### src/rtl/program_store.sv
// program_store: Brainfuck program memory with a self-initialising image.
//   clk_i / rst_i      : clock, asynchronous active-low reset
//   init_sel_i         : image select (0 = built-in test program, 1 = all HALT)
//   reinit_i           : one-cycle request to re-run init from READY
//   busy_o             : init in progress (reads return 0, writes stall)
//   wr_*               : valid/ready host write port
//   ra_* / rb_*        : two independent 1-cycle synchronous read ports
module program_store #(
  parameter  int DATA_W = 8,
  parameter  int DEPTH  = 32,
  localparam int AW     = $clog2(DEPTH)
) (
  input  logic              clk_i,
  input  logic              rst_i,
  input  logic              init_sel_i,
  input  logic              reinit_i,
  output logic              busy_o,
  input  logic              wr_valid_i,
  output logic              wr_ready_o,
  input  logic [AW-1:0]     wr_addr_i,
  input  logic [DATA_W-1:0] wr_data_i,
  input  logic              ra_en_i,
  input  logic [AW-1:0]     ra_addr_i,
  output logic [DATA_W-1:0] ra_data_o,
  input  logic              rb_en_i,
  input  logic [AW-1:0]     rb_addr_i,
  output logic [DATA_W-1:0] rb_data_o
);

  typedef enum logic {INIT, READY} state_t;

  state_t            state_q, state_d;
  logic [AW-1:0]     ptr_q;
  logic              sel_q;
  logic              sel_pend_q;   // select not yet sampled since reset
  logic              eff_sel;
  logic              init_we;
  logic              wr_acc;
  logic [DATA_W-1:0] init_word;
  logic [DATA_W-1:0] mem [DEPTH];

  function automatic logic [DATA_W-1:0] image(input logic [AW-1:0] a, input logic clr);
    logic [7:0]        b;
    logic [DATA_W-1:0] w;
    b = 8'h00;
    if (!clr) begin
      case (int'(a))
        0:  b = 8'h45;
        1:  b = 8'h01;
        2:  b = 8'h43;
        3:  b = 8'h61;
        4:  b = 8'h21;
        5:  b = 8'h80;
        6:  b = 8'hA0;
        7:  b = 8'hC2;
        8:  b = 8'h80;
        9:  b = 8'h01;
        10: b = 8'hFA;
        default: b = 8'h00;
      endcase
    end
    w      = '0;
    w[7:0] = b;
    return w;
  endfunction

  assign busy_o     = (state_q == INIT);
  assign wr_ready_o = !busy_o;
  assign wr_acc     = wr_valid_i && wr_ready_o;
  assign init_we    = busy_o;
  // First init edge after reset uses the live select; later inits use the
  // value captured on the reinit edge.
  assign eff_sel    = sel_pend_q ? init_sel_i : sel_q;
  assign init_word  = image(ptr_q, eff_sel);

  always_comb begin
    state_d = state_q;
    case (state_q)
      INIT:    if (ptr_q == '1) state_d = READY;
      READY:   if (reinit_i)    state_d = INIT;
      default: state_d = INIT;
    endcase
  end

  always_ff @(posedge clk_i or negedge rst_i) begin
    if (!rst_i) begin
      state_q    <= INIT;
      ptr_q      <= '0;
      sel_q      <= 1'b0;
      sel_pend_q <= 1'b1;
    end else begin
      state_q <= state_d;
      if (state_q == INIT) begin
        ptr_q      <= ptr_q + AW'(1);   // wraps to 0 only as INIT exits
        sel_pend_q <= 1'b0;
        if (sel_pend_q) sel_q <= init_sel_i;
      end else if (reinit_i) begin
        ptr_q <= '0;
        sel_q <= init_sel_i;
      end
    end
  end

  // Init and host writes are exclusive: host writes only land in READY.
  always_ff @(posedge clk_i) begin
    if (init_we)     mem[ptr_q]     <= init_word;
    else if (wr_acc) mem[wr_addr_i] <= wr_data_i;
  end

  // Reads: zero while busy, write-first bypass on address match.
  always_ff @(posedge clk_i or negedge rst_i) begin
    if (!rst_i) begin
      ra_data_o <= '0;
      rb_data_o <= '0;
    end else begin
      if (ra_en_i) begin
        if (busy_o)                             ra_data_o <= '0;
        else if (wr_acc && wr_addr_i == ra_addr_i) ra_data_o <= wr_data_i;
        else                                    ra_data_o <= mem[ra_addr_i];
      end
      if (rb_en_i) begin
        if (busy_o)                             rb_data_o <= '0;
        else if (wr_acc && wr_addr_i == rb_addr_i) rb_data_o <= wr_data_i;
        else                                    rb_data_o <= mem[rb_addr_i];
      end
    end
  end

endmodule

### config.mk
export PLATFORM = sky130hd
export DESIGN_NAME = program_store
export DESIGN_NICKNAME = d
export VERILOG_FILES = /design/src/rtl/program_store.sv
export SDC_FILE = /design/constraint.sdc
export NUM_CORES = 1
export LEC_CHECK = 0
export BUFFER_PORTS_ARGS = -buffer_cell sky130_fd_sc_hd__buf_2
export CORE_UTILIZATION = 41
export CTS_CLUSTER_SIZE = 40
export DETAILED_ROUTE_END_ITERATION = 10
export MAX_ROUTING_LAYER = met4
export PLACE_DENSITY_LB_ADDON = 0.2
export SYNTH_ARGS = -nofsm -noshare
export SYNTH_HDL_FRONTEND = slang
export SYNTH_SLANG_ARGS = --single-unit
### constraint.sdc
create_clock -name clk_i -period 4.5 [get_ports clk_i]
set_input_delay 0.9 -clock clk_i [delete_from_list [all_inputs] [get_ports clk_i]]
set_output_delay 0.9 -clock clk_i [all_outputs]
set_load 0.01 [all_outputs]
==> qor.yml <==
worst_hold_path:
  min_path_type: "primary input to async pin"
logic_synthesis:
  synth_top_area_cell: "edfxtp_1"
  ys_ff_latch: 280
  ys_seq_area_share_pct: 59.47
  avgSynthCellArea_um2: 14.70
  ys.flop_type: "edfxtp_1"
  synth_most_common_cell: "edfxtp_1"
  synthesis.nets: 983
  ys_top_cells_by_area: "edfxtp_1 55%, mux2i_1 14%, dfrtp_1 4.1%"
  async_reset_ff_share_pct: 8.571
  syn_inst: 948
  synth.cell_area_mm2: 0.01394
  synth_top_area_share_pct: 55.15
  synth_edf_count: 256
  ys_types: 52
  yosys-top-cells-count: "256 x edfxtp_1, 201 x mux2i_1, 60 x a22oi_1"
  synth_warnings: 0
clocking:
  clockRootBuffer: "clkbuf_16"
  cts_setup_buffers: 0
  cts_resized: 0
  tritoncts: "yes"
  clock_path_buffers: 3
  clock_latency_ns: 0.56
  ctsHtreeMaxLevel: 1
  cts_buffers: 30
  path_clk_slew_ns: 0.06
  clkSinkCount: 280
  cts_hold_buffers: 0
routing:
  wl_met1_um: 18040
  met2_wirelength_um: 19150
  drt_iter0_drc: 880
  finalWirelength_um: 40590
  viasPerCell: 6.062
  topRoutingLayerUsed: "met4"
  num_vias: 8893
  drc: 0
  wl_met3_um: 2231
  drt_first_pass_iters: 5
  postRouteAntennaNets: 0
  wire_per_inst_um: 27.67
timing:
  fmax_ghz: 0.3190
  finalCritPeriodShare_pct: 69.67
  setup_slack_ns: 1.365
  tightest_slew_ns: 0.9500
  relSlewSlack_pct: 36.18
  whs_ns: 0.3364
  hold_viol_final: 0
  period_needed_ns: 3.135
  skew_ns: 0.02672
  slew_violations: 0
  finalSetupTns_ns: 0
  setup_violations: 0
  rsz0062_at_grt: "no"
grt:
  antenna_found_initial: 0
  grt-ovfl-total: 0
  first_global_vias: 8925
  grt_max_degree: 41
  grt_pass1_wl_um: 59660
  gr-usage-all-layers_pct: 23.95
layout:
  drive_gt1_share_pct: 16.98
  area_growth_pct: 12.19
  final_net_count: 1031
  n_fill_cell: 2963
  num_antenna_cells: 0
  seq_area_mm2: 0.008289
  multi_input_area_mm2: 0.005185
floorplan:
  die_area_mm2: 0.03474
  start_util_pct: 41.57
  io_pins: 48
  die_width_um: 186.4
  coreArea_mm2: 0.03353
  rows: 67
  fp.dieH_um: 186.4
place:
  place_hpwl_um: 27450
  port_buffers: 47
  dp_slack_ns: 0.9405
  gp_congestion: 0.9205
status:
  status: "finished, final reports clean"
setup_path:
  cp-end-kind: "register"
  cp-start-kind: "register"
  crit_required_ns: 4.69
  critical_path_arrival_ns: 3.33
  worstRegToRegCells: 5
  worstPathMaxFanout: 21
  critPathKind: "register to register"
pwr:
  power.internal_mw: 5.574
  leakagePower_nw: 5.756
  power_frac_seq_pct: 46.6
  comb_power_share_pct: 22.0
  power_mw: 8.026
  p_switching_mw: 2.452
  p_sw_share_pct: 30.55
  ir_drop_uv: 359.2
  power_density_mw_per_mm2: 513.2
  clock_power_share_pct: 31.4
job:
  max-cap-violations: 0
-- kinds of logic after synthesis --
group / count (synthesis) / share of synthesized area, %
DFF: 280 / 59.47
muxes: 235 / 20.06
AOI/OAI and AO/OA: 201 / 10.86
and+or+nand+nor: 143 / 4.991
buffers and inverters: 73 / 3.483
xor gates and xnor gates: 11 / 0.6911
adders and majority gates: 5 / 0.4488
-- power by group through the flow --
stage	sequential [mW]	clock [mW]	combinational [mW]
floorplan	3.71	0	1.05
global placement	3.78	0	1.75
detailed placement	3.79	0	1.76
CTS	3.73	2.55	1.77
global route	3.78	2.64	1.89
finish	3.74	2.52	1.77
-- cell usage in the layout, fill, tap and decap left out, drive strengths merged, types with 32 or more instances in the layout --
master / netlist / routed
edfxtp: 256 / 256
mux2i: 201 / 201
buf: 49 / 84
a22oi: 60 / 60
a21oi: 43 / 43
nor2: 42 / 42
nand2: 35 / 35
clkbuf: 19 / 34
nor2b: 32 / 32
mux4: 32 / 32
-- layer usage --
| metal | vias up | GRT usage [%] |
|---|---|---|
| li1 | 3920 | - |
| met1 | 4566 | 33.66 |
| met2 | 343 | 36.98 |
| met3 | 64 | 2.088 |
| met4 | 0 | 7.343 |
| met5 | - | - |
-- per-stage QoR --
stage	cells	util (%)	instance area, um^2
final	1467	46.64	15640
after global routing	1467	46.64	15640
after CTS	1467	46.64	15640
after detailed placement	1412	43.63	14630
after global placement	1412	43.63	14630
after floorplan	948	-	13940
-- worst max-delay path: stages (launching register included) --
cell     delay, ns
dfrtp_1       0.32
buf_4         0.23
and2_1        0.64
mux2i_1       0.62
nand2_1       0.26
nor2_1        0.69
-- path summary, 6_finish.rpt --
| path | from | endpoint | slack (ns) |
|---|---|---|---|
| worst min-delay path | rst_i | ra_data_o[6] | 0.34 |
| max in group asynchronous | rst_i | ptr_q[4] | 3.76 |
| worst min register to register | sel_q | sel_q | 0.50 |
| min in group clk_i | sel_q | sel_q | 0.50 |
| worst max register to register | wr_ready_o | mem[19][4] | 1.37 |
| worst max-delay path | wr_ready_o | mem[19][4] | 1.37 |
-- flip-flops by register name, summed over array words and instances, names as in the netlist --
register    flops
mem           256
ra_data_o       8
rb_data_o       8
ptr_q           5
sel_pend_q      1
sel_q           1
wr_ready_o      1
-- area by class of cell --
type / instances / share of cell area (%)
multi-input cells: 595 / 33.15
clock inverters: 21 / 1.560
flip-flops and latches: 280 / 53.00
inverters: 5 / 0.1200
well taps: 448 / 3.584
repair buffers: 84 / 3.680
clock buffers: 34 / 4.896
Note: power is estimated with default switching activity, not from simulation.
